[src/rtl/pattern_scan_ctrl.sv]
// Round-robin arbitrated byte scanner: each granted byte is shifted MSB-first through a
// programmable Mealy sequence detector and a tagged per-byte match count is returned.
module pattern_scan_ctrl #(
    parameter int unsigned    NREQ    = 4,
    parameter int unsigned    PW      = 4,
    parameter logic [PW-1:0]  PAT_RST = 4'b1011
) (
    input  logic              clk,
    input  logic              reset,
    input  logic              cfg_we,
    input  logic [PW-1:0]     cfg_pattern,
    input  logic              cfg_overlap,
    input  logic [NREQ-1:0]   req_valid,
    input  logic [NREQ*8-1:0] req_data,
    output logic [NREQ-1:0]   req_ready,
    output logic              res_valid,
    input  logic              res_ready,
    output logic [2:0]        res_id,
    output logic [3:0]        res_count,
    output logic              match_pulse,
    output logic              busy
);

    localparam int unsigned IdW = (NREQ > 1) ? $clog2(NREQ) : 1;

    typedef enum logic [1:0] {StIdle, StShift, StDone} state_e;

    state_e          state_q, state_d;
    logic [IdW-1:0]  rr_ptr_q, rr_ptr_d;
    logic [PW-1:0]   pattern_q, pattern_d;
    logic            overlap_q, overlap_d;
    logic [7:0]      shreg_q, shreg_d;
    logic [2:0]      bit_cnt_q, bit_cnt_d;
    logic [PW-1:0]   hist_q, hist_d;
    logic [3:0]      seen_q, seen_d;
    logic [2:0]      res_id_q, res_id_d;
    logic [3:0]      res_count_q, res_count_d;
    logic            match_pulse_q, match_pulse_d;

    logic            grant_found;
    logic [IdW-1:0]  grant_idx;
    logic [7:0]      grant_byte;
    logic            cur;
    logic [PW-1:0]   window;
    logic            hit;

    // First valid requester at or above rr_ptr, wrapping around.
    always_comb begin : arb
        int unsigned cand;
        grant_found = 1'b0;
        grant_idx   = '0;
        cand        = 0;
        for (int unsigned i = 0; i < NREQ; i++) begin
            cand = (32'(rr_ptr_q) + i) % NREQ;
            if (!grant_found && req_valid[IdW'(cand)]) begin
                grant_found = 1'b1;
                grant_idx   = IdW'(cand);
            end
        end
    end

    always_comb begin
        grant_byte = '0;
        for (int i = 0; i < int'(NREQ); i++) begin
            if (grant_idx == IdW'(i)) begin
                grant_byte = req_data[8*i +: 8];
            end
        end
    end

    // Shifting the history left keeps PW=1 well-defined: the window is then just cur.
    assign cur    = shreg_q[7];
    assign window = (hist_q << 1) | PW'(cur);
    assign hit    = (seen_q >= 4'(PW - 1)) && (window == pattern_q);

    always_comb begin
        state_d       = state_q;
        rr_ptr_d      = rr_ptr_q;
        pattern_d     = pattern_q;
        overlap_d     = overlap_q;
        shreg_d       = shreg_q;
        bit_cnt_d     = bit_cnt_q;
        hist_d        = hist_q;
        seen_d        = seen_q;
        res_id_d      = res_id_q;
        res_count_d   = res_count_q;
        match_pulse_d = 1'b0;
        case (state_q)
            StIdle: begin
                if (cfg_we) begin
                    pattern_d = cfg_pattern;
                    overlap_d = cfg_overlap;
                end
                if (grant_found) begin
                    shreg_d     = grant_byte;
                    res_id_d    = 3'(grant_idx);
                    bit_cnt_d   = '0;
                    hist_d      = '0;
                    seen_d      = '0;
                    res_count_d = '0;
                    rr_ptr_d    = (grant_idx == IdW'(NREQ - 1)) ? '0 : grant_idx + IdW'(1);
                    state_d     = StShift;
                end
            end
            StShift: begin
                shreg_d       = {shreg_q[6:0], 1'b0};
                bit_cnt_d     = bit_cnt_q + 3'd1;
                match_pulse_d = hit;
                if (hit) begin
                    res_count_d = res_count_q + 4'd1;
                end
                if (!hit || overlap_q) begin
                    hist_d = window;
                    seen_d = (seen_q >= 4'(PW)) ? 4'(PW) : seen_q + 4'd1;
                end else begin
                    hist_d = '0;
                    seen_d = '0;
                end
                if (bit_cnt_q == 3'd7) begin
                    state_d = StDone;
                end
            end
            StDone: begin
                if (res_ready) begin
                    state_d = StIdle;
                end
            end
            default: state_d = StIdle;
        endcase
    end

    always_ff @(posedge clk or negedge reset) begin
        if (!reset) begin
            state_q       <= StIdle;
            rr_ptr_q      <= '0;
            pattern_q     <= PAT_RST;
            overlap_q     <= 1'b1;
            shreg_q       <= '0;
            bit_cnt_q     <= '0;
            hist_q        <= '0;
            seen_q        <= '0;
            res_id_q      <= '0;
            res_count_q   <= '0;
            match_pulse_q <= 1'b0;
        end else begin
            state_q       <= state_d;
            rr_ptr_q      <= rr_ptr_d;
            pattern_q     <= pattern_d;
            overlap_q     <= overlap_d;
            shreg_q       <= shreg_d;
            bit_cnt_q     <= bit_cnt_d;
            hist_q        <= hist_d;
            seen_q        <= seen_d;
            res_id_q      <= res_id_d;
            res_count_q   <= res_count_d;
            match_pulse_q <= match_pulse_d;
        end
    end

    assign req_ready   = (state_q == StIdle && grant_found) ? (NREQ'(1) << grant_idx) : '0;
    assign res_valid   = (state_q == StDone);
    assign busy        = (state_q != StIdle);
    assign res_id      = res_id_q;
    assign res_count   = res_count_q;
    assign match_pulse = match_pulse_q;

endmodule

[config.mk]
export PLATFORM = sky130hd
export DESIGN_NAME = pattern_scan_ctrl
export DESIGN_NICKNAME = d
export VERILOG_FILES = /design/src/rtl/pattern_scan_ctrl.sv
export SDC_FILE = /design/constraint.sdc
export NUM_CORES = 1
export LEC_CHECK = 0
export CORE_MARGIN = 2
export CORE_UTILIZATION = 46
export CTS_CLUSTER_SIZE = 40
export DETAILED_ROUTE_END_ITERATION = 10
export PLACE_DENSITY = 0.77
export SYNTH_ARGS = -nofsm -noshare
export SYNTH_HDL_FRONTEND = slang
export SYNTH_SLANG_ARGS = --single-unit
[constraint.sdc]
create_clock -name clk -period 5.2 [get_ports clk]
set_clock_uncertainty 0.1 [all_clocks]
set_input_delay 1.04 -clock clk [delete_from_list [all_inputs] [get_ports clk]]
set_output_delay 1.04 -clock clk [all_outputs]
set_load 0.02 [all_outputs]
; Word level (Yosys, flattened, before mapping)
; Cells that the tools add are included.
[word_totals]
in_bits = 45
regBits = 34
out_inout_bits = 14
wordCells = 95
[classes]
add_sub_neg = 7
eq_ne = 11
mux = 39
reduce_logical = 19
n_lt_le_gt_ge = 6
shift = 1
bitwise = 1
[ops]
columns = operator, count
row1 = two-way mux 8 bit, 5
row2 = two-way mux 4 bit, 5
row3 = two-way mux 2 bit, 8
row4 = case mux 4 bit (2 select lines), 2
row5 = case mux 8 bit (2 select lines), 1
row6 = "< comparator 2 x 3 -> 1 bit, second input constant", 4
row7 = case mux 3 bit (2 select lines), 2
row8 = two-way mux 1 bit, 9
row9 = "adder 4 x 1 -> 4 bit, second input constant", 2
row10 = binary-select mux 1 bit (select 2 bit), 4
row11 = "equality test 2 bit, second input constant", 3
row12 = two-way mux 3 bit, 2
row13 = "!= test 2 bit, second input constant", 3
row14 = case mux 2 bit (3 select lines), 1
row15 = AND reduction 2 bit, 3
row16 = AND reduction 3 bit, 2
row17 = logical AND 1 bit, 5
row18 = "adder 2 x 1 -> 2 bit, second input constant", 2
row19 = "adder 2 bit, second input constant", 2
row20 = "equality test 2 x 1 -> 1 bit, second input constant", 2
row21 = equality test 4 bit, 1
row22 = "greater-or-equal comparator 4 x 2 -> 1 bit, second input constant", 1
row23 = "greater-or-equal comparator 4 x 3 -> 1 bit, second input constant", 1
row24 = zero test 1 bit, 4
row25 = 8 further kinds, 10

; Longest topological paths before layout
; Gate-level depths: netlist of the first run.
[depth]
word_depth = 19
depth_mapped = 10
mapped_depth_nobuf = 9

; Worst setup path before layout of the first run
; No wires, ideal clock.
[synth_timing]
path_type = input port to output port
startpoint = input req_valid[1]
endpoint = output req_ready[2]
path_stages = 7
t_required_ps = 4060
arrival_time_ps = 2665
path_buffers = 3
slack_ps = 1395
cell_sequence = or4_1 > buf_4 > nand2_1 > ha_1 > clkbuf_1 > clkbuf_1 > and2_1
[synth_via]
elab_chain_len = 14
word_cells_on_any_way = 25
classes_between = shift: 1 / mux: 17 / reduce/logical: 7
[synth_rtl]
columns = element, line_no
row1 = "start, declared", 13  ; input logic [NREQ-1:0] req_valid,
row2 = binary-select mux 1 bit (select 2 bit), 55  ; if (!grant_found && req_valid[IdW'(cand)]) begin
row3 = two-way mux 1 bit (implied by the code), 55
row4 = two-way mux 1 bit, 55
row5 = zero test 1 bit, 55
row6 = logical AND 1 bit, 55
row7 = two-way mux 1 bit, 55
row8 = zero test 1 bit, 55
row9 = logical AND 1 bit, 55
row10 = two-way mux 1 bit, 55
row11 = zero test 1 bit, 55
row12 = logical AND 1 bit, 55
row13 = two-way mux 2 bit / two-way mux 1 bit (equally long branches), 55
row14 = left shift 1 x 2 -> 4 bit / logical AND 1 bit (equally long branches), 160  ; assign req_ready = (state_q == StIdle && grant_found) ? (NREQ'(1) << grant_idx) : '0;
row15 = two-way mux 4 bit (*), 160
row16 = "end, declared", 15  ; output logic [NREQ-1:0] req_ready,
; Mark *: on every way between the ends. The rest lies on a longest branch, timed or not. The select of a mux whose other input is x is not followed.

; Worst setup path in the final report of the first run
[layout_timing]
startpoint = input req_valid[1]
endpoint = output req_ready[1]
[layout_via]
elab_chain_len = 14
word_cells_on_any_way = 25
classes_between = shift: 1 / mux: 17 / reduce/logical: 7
[layout_rtl]
columns = element, line_no
row1 = binary-select mux 1 bit (select 2 bit), 55
row2 = two-way mux 1 bit (implied by the code), 55
row3 = two-way mux 1 bit, 55
row4 = zero test 1 bit, 55
row5 = logical AND 1 bit, 55
row6 = two-way mux 1 bit, 55
row7 = zero test 1 bit, 55
row8 = logical AND 1 bit, 55
row9 = two-way mux 1 bit, 55
row10 = zero test 1 bit, 55
row11 = logical AND 1 bit, 55
row12 = two-way mux 2 bit (*), 55
row13 = net grant_idx[0], 41  ; logic [IdW-1:0] grant_idx;
row14 = left shift 1 x 2 -> 4 bit (*), 160
row15 = two-way mux 4 bit (*), 160
; The timed path passes the listed nets; every way through them passes the cells marked *. The select of a mux whose other input is x is not followed.

==> results by group, run 1 <==
Outcome
  – Status: finished clean

Synthesis
  – Top-area cell type share of the netlist area: between 30 and 40%
  – Yosys warning total: 0
  – Count leader, synth: dfrtp_1
  – Cells after synthesis: between 200 and 250
  – Ranking of synthesized cells by area: dfrtp_1 (36%), dfstp_2 (5.1%), ha_1 (4.9%)
  – Post-Syn Nets: between 200 and 300
  – Avg Synthesized Cell Area: 9.687 um2
  – #FFs+latches synth: 34
  – Synth area leader: dfrtp_1
  – Post-synth top flop: dfrtp_1
  – Top cells by count, synth: dfrtp_1 (30), nand2_1 (25), a21oi_1 (12), inv_1 (9)
  – Asr flop ratio synth: 100.0%
  – Sequential-to-total area share from yosys stat: 41.48%
  – Post-Syn Area: between 0.002 and 0.0025 mm2
  – Post-synth EDFFs: 0
  – Yosys cell types: 49

Routing
  – Routed WL per cell: ~14 um
  – Pre-antenna DRT Iters: 4
  – Post-route DRC: 0
  – Vias per cell: between 5 and 6
  – Routed Antenna Nets: 0
  – Drt initial violations: 133
  – WL final: roughly 4600 um
  – Via count: between 1500 and 2000

GRT
  – Remaining Overflow, GRT: 0
  – Initial antenna violation count: 0
  – Global-route total usage across every layer: between 15 and 20%
  – Largest net degree at the start of global routing: 35
  – Vias in the first global route: approximately 1700
  – First-pass GRT wire length: 8017 um

Timing
  – Total negative setup slack: 0 ns
  – RSZ-0062 raised after global routing: false
  – Hold slack final: 0.3956 ns
  – Fmax: about 220 MHz
  – Max_slew headroom: about half
  – Tightest Pin Transition: 0.7377 ns
  – Fin crit share: 88.67%
  – Setup-failing EPs final: 0
  – Final Critical Period: approximately 4.6 ns
  – Worst setup margin: 0.5889 ns
  – Max Slew Vio Count: 0
  – Hold Fails Final Rpt: 0

Clock tree
  – Post-CTS Setup Inserts: 0
  – Clock root cell: clkbuf_8
  – Clk sinks: 34
  – Post-cts sizing count: 0
  – TritonCTS clock tree: done
  – Total CTS buffers: 5
  – Reg clk slew, reported paths: approximately 0.070 ns
  – Hold_buf cts: 0
  – Htree depth: 2
  – Clock latency on the worst-skew pair: roughly 0.28 ns
  – Clk buf depth: 2

Critical path
  – CP Max Fanout: 11
  – Kind of critical path: primary input to output port
  – CP startpoint: req_valid[1]
  – Worst Setup End Kind: output port
  – R2R cell count: 9
  – Reg-to-reg critical path startpoint: rr_ptr_q[1]
  – Worst Path Arrival: about 3.5 ns
  – Critical Path RT: just over 4 ns
  – Critical path launch point type: primary input

Placement
  – DP Cell Count: about 310
  – I/O Buffers: 57
  – GPL Wtd Cong: between 0.8 and 0.9
  – DP Worst Slack: 0.5874 ns
  – Post-DP HPWL: 3412 um

Die
  – Starting density of the core: between 40% and 50%
  – Num rows: 24
  – Die width: a little over 70 um
  – I/O Pins: 59
  – Die height: slightly above 70 um
  – Die area: 0.005037 mm2
  – Core footprint: approximately 0.0043 mm2

Layout
  – Fin cells: 320
  – Synth-to-Final Area Change: 33.17%
  – Final #Nets: 320
  – Antenna cells: 0
  – Layout cells sized above 1: roughly an eighth

Pwr
  – Switching Fraction: about two fifths
  – Clock share of power: approximately 17%
  – P_leak: 1.178 nW
  – Pwr Total: between 1 and 1.5 mW
  – Max VDD drop: roughly 0.27 mV
  – Internal: 818.1 uW
  – Comb pwr share: between 40% and 50%
  – Seq pwr share: 35.1%
  – Net Sw Power: approximately 520 uW
  – Pwr/cell area: between 400 and 500 mW/mm2

Hold path
  – Hold path start: res_id[1]
  – Type of the tightest min-delay check: flop to flop
  – Worst Hold Depth: 1

Flow run
  – Max Cap Viol: 0
==> routing by layer <==
layer / track usage, % / vias to the layer above / wire, um
met5: 0 / - / 0
met4: 3.145 / 0 / 23
met3: 4.701 / 3 / 176
met2: 32.40 / 43 / 2265
met1: 27.18 / 846 / 2156
li1: - / 878 / -
==> final cells by class <==
type | count | area (um2)
fill | 382 | 1577
multi-input combinational | 156 | 1082
sequential | 34 | 855.8
timing repair buffer | 61 | 600.6
clock buffer | 8 | 110.1
tap | 52 | 65.06
inverter | 9 | 33.78
==> final timing paths <==
check	to	slack [ns]
max	req_ready[1]	0.59
min	res_id[1]	0.40
max reg2reg	shreg_q[0]	2.50
min reg2reg	res_id[1]	0.40
max in group asynchronous	pattern_q[0]	3.62
min in group asynchronous	pattern_q[2]	1.05
==> critical path, cell delays in order <==
cell	delay (ns)
clkdlybuf4s50_1	0.60
nand2b_1	0.14
a21oi_1	0.09
a221o_1	0.28
nor2_1	0.15
ha_1	0.38
and2_1	0.19
clkdlybuf4s50_1	0.60
==> registers in the layout, summed over array words and instances (netlist names) <==
name / cells
seen_q: 4
state_q: 2
res_id: 2
match_pulse: 1
bit_cnt_q: 3
overlap_q: 1
res_count: 4
hist_q: 3
rr_ptr_q: 2
shreg_q: 8
pattern_q: 4
==> layout by cell type (no fill, tap or decap), drive strengths merged, types with 3 or more instances in the layout <==
master	instances
inv	9
a22oi	7
and2	4
dfrtp	30
clkbuf	8
ha	8
o211ai	4
nand3	7
nor2	8
clkdlybuf4s50	57
a211o	7
xnor2	4
nor3	4
a22o	8
nor2b	3
nand2b	6
o21ai	13
buf	4
a32o	4
dfstp	4
a21oi	15
nand2	25
mux2	7
==> through the flow <==
step | cell area (um2) | utilization [%]
CTS | 2748 | 63.54
floorplan | 2063 | -
global placement | 2638 | 61.00
global route | 2748 | 63.54
finish | 2748 | 63.54
detailed placement | 2638 | 61.00
==> cells by family (layout without fill, tap and decap cells) <==
logic type / Yosys count / in the layout / share of synthesized area, %
other cells: 1 / 1 / 0.1818
xor+xnor: 4 / 4 / 1.698
mux: 7 / 7 / 3.820
flops: 34 / 34 / 41.48
compound gates: 66 / 66 / 22.74
simple gates: 70 / 70 / 19.16
buf+inv: 23 / 78 / 6.064
fa+ha+maj: 8 / 8 / 4.852
==> power groups by stage <==
| stage | clock network, mW | logic, mW | registers [mW] |
|---|---|---|---|
| after floorplan | 0 | 0.498 | 0.454 |
| after global placement | 0 | 0.628 | 0.468 |
| after detailed placement | 0 | 0.647 | 0.473 |
| after CTS | 0.231 | 0.649 | 0.468 |
| after global routing | 0.244 | 0.720 | 0.483 |
| final | 0.227 | 0.641 | 0.469 |
No activity file was read; power rests on OpenSTA's default activity.
==> run 2, diff against run 1 <==
Settings changed: CAP_MARGIN from default to 40, SKIP_CTS_REPAIR_TIMING from default to 1.
==> results of run 2 <==
Final layout, timing and power as in run 1 (identical DEF).
==> run 3, diff against run 2 <==
Clock period 5.2 ns to 5 ns, I/O delays scaled along.
==> run 3 against run 2 <==
Total power rose by 4.2%. Register-to-register slack hardly changed. Final cell count grew 0.31%. Critical path type unchanged. Worst hold slack got worse by 0.0066 ns. Core utilization rose by 0.17 points. Wire length increased by 0.80%.
==> results by group, run 3 (synthesis gave the netlist of run 1 again) <==
Outcome
  – Status: finished clean

Routing
  – WL final: 4659 um (+0.80%)
  – Routed Antenna Nets: 0 (unchanged)
  – Via count: 1764 (-0.34%)
  – Drt initial violations: 76 (-43%)
  – Pre-antenna DRT Iters: 4 (unchanged)
  – Vias per cell: 5.495 (-0.65%)
  – Post-route DRC: 0 (unchanged)
  – Routed WL per cell: 14.51 um (+0.49%)

Die
  – Die width: 70.97 um (unchanged)
  – Die height: 70.97 um (unchanged)
  – Core footprint: 0.004324 mm2 (unchanged)
  – Die area: 0.005037 mm2 (unchanged)
  – Starting density of the core: 47.71% (unchanged)
  – Num rows: 24 (unchanged)
  – I/O Pins: 59 (unchanged)

Placement
  – GPL Wtd Cong: 0.7797 (-4.0%)
  – Cell Area, Placed: 0.002645 mm2 (+0.28%)
  – Post-DP HPWL: 3410 um (about the same)
  – I/O Buffers: 57 (unchanged)

Critical path
  – Largest stage delay, worst path: 0.61 ns (about the same)
  – Cells along the critical path: clkdlybuf4s50_1 -> nand2b_1 -> a21oi_1 -> a221o_1 -> nor2_1 -> ha_1 -> and2_1 -> clkdlybuf4s50_1
  – Slowest cell on crit path: clkdlybuf4s50_1
  – CP dominant cell by count: clkdlybuf4s50_1
  – Worst Setup End Kind: output port
  – CP Max Fanout: 11 (unchanged)
  – Critical Path RT: 3.90 ns (-0.16 ns)
  – Critical path's top delay family: buffers and inverters
  – Worst Path Arrival: 3.44 ns (-0.03 ns)
  – Kind of critical path: primary input to output port
  – Worst Path Buf+Inv: 2 (unchanged)
  – Critical path launch point type: primary input

Clock tree
  – Reg clk slew, reported paths: 0.06 ns (about the same)
  – Clk sinks: 34 (unchanged)
  – Clk buf depth: 2 (unchanged)
  – Htree depth: 2 (unchanged)
  – Clock latency on the worst-skew pair: 0.29 ns (about the same)
  – Clock root cell: clkbuf_8
  – TritonCTS clock tree: done
  – Total CTS buffers: 5 (unchanged)

Pwr
  – Pwr/cell area: 505.6 mW/mm2 (+3.9%)
  – P_leak: 1.182 nW (+0.42%)
  – Max VDD drop: 0.2481 mV (-9.4%)

Layout
  – Layout cells sized above 1: 12.64% (+0.33 points)
  – Reg with most FFs: shreg_q
  – Synth-to-Final Area Change: 33.54%
  – Finished Cell Area: 0.002755 mm2 (+0.27%)
  – Commonest non-fill, non-tap cells in the layout: clkdlybuf4s50_1 (57), dfrtp_1 (30), nand2_1 (25), a21oi_1 (12), inv_1 (9)
  – Filler cells: 368 (-3.7%)
  – Max FFs per register: 8 (unchanged)
  – Final #Nets: 321 (+0.31%)
  – Commonest non-fill, non-tap cell in the layout: clkdlybuf4s50_1
  – Antenna cells: 0 (unchanged)

GRT
  – First-pass GRT wire length: 7997 um (-0.25%)
  – Vias in the first global route: 1829 (+5.7%)
  – Largest net degree at the start of global routing: 35 (unchanged)
  – Global-route total usage across every layer: 19.87% (+0.17 points)
  – Initial antenna violation count: 0 (unchanged)
  – Remaining Overflow, GRT: 0 (unchanged)

Timing
  – Total negative setup slack: 0 ns (unchanged)
  – Max_slew headroom: 53.41% (+2.6 points)
  – Hold Fails Final Rpt: 0 (unchanged)
  – Max Slew Vio Count: 0 (unchanged)
  – Fin crit share: 90.82%
  – RSZ-0062 raised after global routing: false
  – Setup-failing EPs final: 0 (unchanged)
  – Final Critical Period: 4.541 ns
  – Tightest Pin Transition: 0.6988 ns (-0.03892 ns)
  – Fmax: 220.2 MHz

Hold path
  – Type of the tightest min-delay check: flop to flop

Flow run
  – Max Cap Viol: 0 (unchanged)
## run 3: cell count changes in the layout (fill, tap and decap cells not counted)
cell	change
buf_4	+1
## run 3: power by group
part / internal (mW) / switching (mW) / leakage (nW)
clock network: 0.139 / 0.0958 / 0.0575
registers: 0.393 / 0.0944 / 0.426
logic: 0.322 / 0.349 / 0.699
## run 3: worst paths after layout
check	cells after the start	from	end	slack, ns
setup / recovery	8	req_valid[1]	req_ready[1]	0.46
hold / removal	1	res_id[1]	res_id[1]	0.39
setup reg to reg	9	rr_ptr_q[0]	shreg_q[0]	2.49
hold reg to reg	1	res_id[1]	res_id[1]	0.39
max in group asynchronous	2	reset	pattern_q[0]	3.46
min in group asynchronous	2	reset	pattern_q[2]	1.02
## run 3: cell type report
type                       count  area, um2  share of cell area, %
inverter                       9      33.78                  1.226
timing repair buffer          62      608.1                  22.07
clock buffer                   8      110.1                  3.996
multi-input combinational    156       1082                  39.28
sequential                    34      855.8                  31.06
tap                           52      65.06                  2.361
## run 3: routing by layer
| layer | vias up | GRT usage (%) | share of wire [%] |
|---|---|---|---|
| met5 | - | 0 | 0 |
| met4 | 0 | 7.128 | 1.8 |
| li1 | 878 | - | - |
| met2 | 38 | 34.06 | 48 |
| met1 | 839 | 25.30 | 46 |
| met3 | 9 | 3.419 | 4.4 |
## run 3: stage by stage
step	total power [mW]	util (%)	setup slack, ns	hold WS (ns)	cells
floorplan	0.9901	-	1.275	0.3698	213
global placement	1.145	61.17	0.5115	0.3776	313
detailed placement	1.164	61.17	0.4623	0.3766	313
CTS	1.404	63.72	0.4637	0.3981	321
global route	1.505	63.72	0.2986	0.4148	321
finish	1.393	63.72	0.4588	0.3891	321
==> variant 1, RTL diff (config.mk and constraints of run 3) <==
Register the output `res_count` once more, with the module's reset; this adds one clock of latency there. The other outputs are not delayed to match.
--- a/src/rtl/pattern_scan_ctrl.sv
+++ b/src/rtl/pattern_scan_ctrl.sv
@@ -163,3 +163,9 @@
     assign res_id      = res_id_q;
-    assign res_count   = res_count_q;
+    always_ff @(posedge clk or negedge reset) begin
+        if (!reset) begin
+            res_count <= '0;
+        end else begin
+            res_count <= res_count_q;
+        end
+    end
     assign match_pulse = match_pulse_q;
Behaviour: not the same (Yosys sat finds a counterexample within 10 cycles, from zero or initial values and one cycle with reset low).
==> variant 1 against run 3 <==
  * Cell area is 0.64% lower
  * Wire length is 9.7% lower
  * Total power is 13% higher
  * Register-to-register slack worse by 20 ps
  * Worst setup slack better by 0.68 ps
  * Area after synthesis is 3.0% lower
  * Global-route usage is 1.3 points lower
  * Sequential cell count is 4 higher
  * Critical endpoint is now req_ready[3]
  * Largest cell class unchanged
==> variant 1: results (changes against run 3) <==
[timing]
maxSlewHeadroom = 0.4656  ; -0.06856
fin_crit_sh = 0.9081  ; about the same

[place]
placed_area_mm2 = 0.002595  ; -1.9%
dp_hpwl_um = 3220  ; -5.6%
post-place-ws_ps = 486.2  ; +23.87 ps
dpl.cell_count = 292  ; -6.7%
gp_congestion = 0.7804  ; about the same

[grt]
grt_pass1_wl_um = 7458  ; -6.7%
grt_util_met2 = 0.3122  ; -0.02843
grt_pass1_vias = 1713  ; -6.3%
antenna_found_initial = 0  ; unchanged
grt_use_met3 = 0.05628  ; +0.02209
grt_max_degree = 39  ; +11%
track_usage = 0.1857  ; -0.01293
globalRouteMet1Util = 0.2270  ; -0.02596

[critical_path]
path_max_fanout = 9  ; -2

[finish]
register_area_um2 = 955.9  ; +12%
regMostFlops = shreg_q
layout-drive-gt1-share = 0.1000  ; -0.02639
stdcell_count = 300  ; -6.5%

[synth]
synthTopCellsByArea = dfrtp_1 (43%), dfstp_2 (5.3%), ha_1 (5.0%), a221o_1 (3.5%), mux2_2 (3.4%)
synthTopCellsByCount = dfrtp_1 (34), nand2_1 (15), o21ai_0 (13)
ys_seq_area_frac = 0.4775  ; +0.06270
syn_nets = 246  ; -7.5%
synthArstFlopShare = 1.000  ; unchanged
synth_cells = 193  ; -9.4%

[power_and_ir_drop]
p_leak_nw = 1.150  ; -2.7%
peakVddDrop_mv = 0.2879  ; +16%

[drt]
viasPerCell = 5.643  ; +2.7%
wl_met3_um = 297  ; +44%
wl_met2_um = 1997  ; -11%
drt_iter0_drc = 83  ; +9.2%
met1_length_um = 1853  ; -13%
avgRoutedWirePerCell_um = 14.02  ; -3.4%

[cts]
clk_latency_ps = 290  ; about the same
path_clk_slew_ps = 70

[outcome]
status = finished, final reports clean

-- variant 1: cell count changes after synthesis, sizes merged, moves of 3 or more --
cell	run 3	this run
a22o	8	4
dfrtp	30	34
nand2	25	16
a21oi	15	9
inv	9	6
o211ai	4	8
a211o	7	1
a221o	1	7
-- variant 1: where the power goes --
part / internal (W) / switching [W] / leakage, nW / total [W]
clock network: 0.000213 / 0.000107 / 0.0714 / 0.000319
logic: 0.000343 / 0.000372 / 0.597 / 0.000715
registers: 0.000442 / 0.0000974 / 0.481 / 0.000539
-- variant 1: cell type report --
| class | count | share of cell area |
|---|---|---|
| clock inverter | 2 | 0.02194 |
| inverter | 6 | 0.008227 |
| tap | 50 | 0.02285 |
| sequential | 38 | 0.3492 |
| multi-input combinational | 139 | 0.3556 |
| timing repair buffer | 59 | 0.2121 |
| clock buffer | 6 | 0.03016 |
-- variant 1: path summary, 6_finish.rpt --
kind,start,endpoint,slack [ps],depth (start not counted)
max in group asynchronous,reset,bit_cnt_q[2],3610,1
hold / removal,res_count_q[3],res_count[3],310,0
setup reg to reg,rr_ptr_q[1],shreg_q[0],2470,8
hold reg to reg,res_count_q[3],res_count[3],310,0
min in group asynchronous,reset,pattern_q[2],690,1
setup / recovery,req_valid[3],req_ready[3],460,9
-- variant 1: worst max-delay path, stage by stage --
cell and delay (ps):
clkdlybuf4s50_1 530, nand2b_1 140, a21oi_1 80, a311o_1 300, nor2_1 180, ha_1 350
inv_1 110, nor2_1 130, clkdlybuf4s50_1 620
-- variant 1: kinds of logic (layout without fill, tap and decap cells) --
kind of cell    Yosys count  in the layout  synth area share
other cells               1              1          0.001873
xor+xnor                  4              4           0.01750
flops                    38             38            0.4775
fa+ha+maj                 8              8           0.05000
buf+inv                  16             73           0.03625
simple gates             60             60            0.1537
mux                       7              7           0.03875
compound gates           59             59            0.2244
==> variant 2, RTL diff (flow settings as in run 3) <==
Without the edit above. Change the parameter `PW` from 4 to 8.
--- a/src/rtl/pattern_scan_ctrl.sv
+++ b/src/rtl/pattern_scan_ctrl.sv
@@ -4,3 +4,3 @@
     parameter int unsigned    NREQ    = 4,
-    parameter int unsigned    PW      = 4,
+    parameter int unsigned    PW      = 8,
     parameter logic [PW-1:0]  PAT_RST = 4'b1011
Ports: changed (resized cfg_pattern); port bits go from 59 to 63. The function was not compared with the original's and may differ.
==> variant 2 against run 3 <==
  * Wire length grew 8.6%
  * Register-to-register slack lost 180 ps
  * Total power grew 17%
  * Clock power grew 7%
  * Sequential cell count grew 8
  * Area after synthesis grew 13%
  * Highest routed layer unchanged
  * Cell area grew 13%
  * Via count grew 10%
  * Combinational power grew 15%
  * Worst setup slack lost 91 ps
==> variant 2: results (changes against run 3) <==
[synth]
synth_cells = 249  ; +17%
ys_seq_area_frac = 0.4528  ; +0.03799
synthTopCellsByArea = dfrtp_1 (41%), o21ai_0 (6.9%), ha_1 (4.8%), nand2_1 (4.8%), dfstp_2 (4.5%)
synthArstFlopShare = 1.000  ; unchanged
synth.distinct_cells = 40  ; -18%
syn_nets = 307  ; +15%
synthTopCellsByCount = dfrtp_1 (38), o21ai_0 (32), nand2_1 (30)

[power_and_ir_drop]
power_frac_seq = 0.369  ; +0.019
peakVddDrop_mv = 0.3090  ; +25%
p_leak_nw = 1.335  ; +13%
p_comb_frac = 0.476  ; -0.006
p_int_w = 0.0009747  ; +14%

[place]
placed_area_mm2 = 0.003003  ; +14%
dpl.cell_count = 368  ; +18%
io_buffers = 61  ; +7.0%
dp_hpwl_um = 3801  ; +11%
gp_congestion = 0.7864  ; +0.86%

[critical_path]
max_stage_delay_ps = 530  ; -80 ps
crit_arrival_ps = 3530  ; +90 ps
path_max_fanout = 8  ; -3
r2r_cells = 11  ; +2

[cts]
path_clk_slew_ps = 80  ; +20 ps
clock-root-buffer = clkbuf_8
clockBufferDepth = 2  ; unchanged

[hold_path]
hold_depth = 2  ; +1

[drt]
wl_um = 5059  ; +8.6%
drt_iter0_drc = 86  ; +13%
viasPerCell = 5.184  ; -5.7%

[finish]
stdcell_count = 376  ; +17%
fillCellCount = 412  ; +12%
layout-drive-gt1-share = 0.1133  ; -0.01313

[grt]
grt_pass1_vias = 1883  ; +3.0%
grt_max_degree = 27  ; -23%
grt_pass1_wl_um = 8569  ; +7.2%
track_usage = 0.2020  ; +0.003341

[timing]
worst_pin_slew_ps = 568.7  ; -130.1 ps

[outcome]
status = finished, final reports clean

variant 2: through the flow:
stage	util	setup slack (ps)	total power (W)
after global placement	0.6192	449.1	0.001357
after global routing	0.6462	232.3	0.001779
final	0.6462	367.6	0.001624
after floorplan	-	1205	0.001161
after CTS	0.6462	414.1	0.001641
after detailed placement	0.6234	418.9	0.001383
variant 2: cell families (layout without fill, tap and decap cells):
group,Yosys count,in the layout,synth area share
AOI/OAI and AO/OA,76,76,0.1948
xor gates and xnor gates,9,9,0.03380
adders and majority gates,9,9,0.04828
buffers and inverters,32,92,0.06008
DFF,42,42,0.4528
muxes,9,9,0.04346
other,1,1,0.001608
and+or+nand+nor,71,71,0.1652
variant 2: worst reg2reg max path, cell delays in order (launching register included):
cell and delay (ps):
dfrtp_1 360, inv_1 90, a221o_1 350, a32oi_1 190, nor2b_1 330, inv_1 110, ha_1 300, nor2b_1 180
a221oi_1 260, nor3_1 80, a21oi_1 130, o21ai_0 80
variant 2: cell type report:
type / instances / share of cell area
Clock buffer: 8 / 0.03537
Inverter: 17 / 0.02050
Multi-Input combinational cell: 175 / 0.3650
Sequential cell: 42 / 0.3392
Tap cell: 67 / 0.02693
Timing Repair Buffer: 67 / 0.2130
variant 2: layer usage:
metal  share of wire  up-vias  global-route usage  wire (um)
met5               0        -                   0          0
met4          0.0091        0             0.04678         46
met3           0.091        5             0.08969        459
met2            0.47       63              0.3314       2385
met1            0.43      895              0.2470       2167
li1                -      986                   -          -
variant 2: worst paths after layout:
kind                                end  slack, ps
max                        req_ready[0]        370
min                           res_id[1]        380
max reg2reg                  shreg_q[6]       2310
min reg2reg                   res_id[1]        380
max in group asynchronous  pattern_q[3]       3740
min in group asynchronous  pattern_q[5]        520
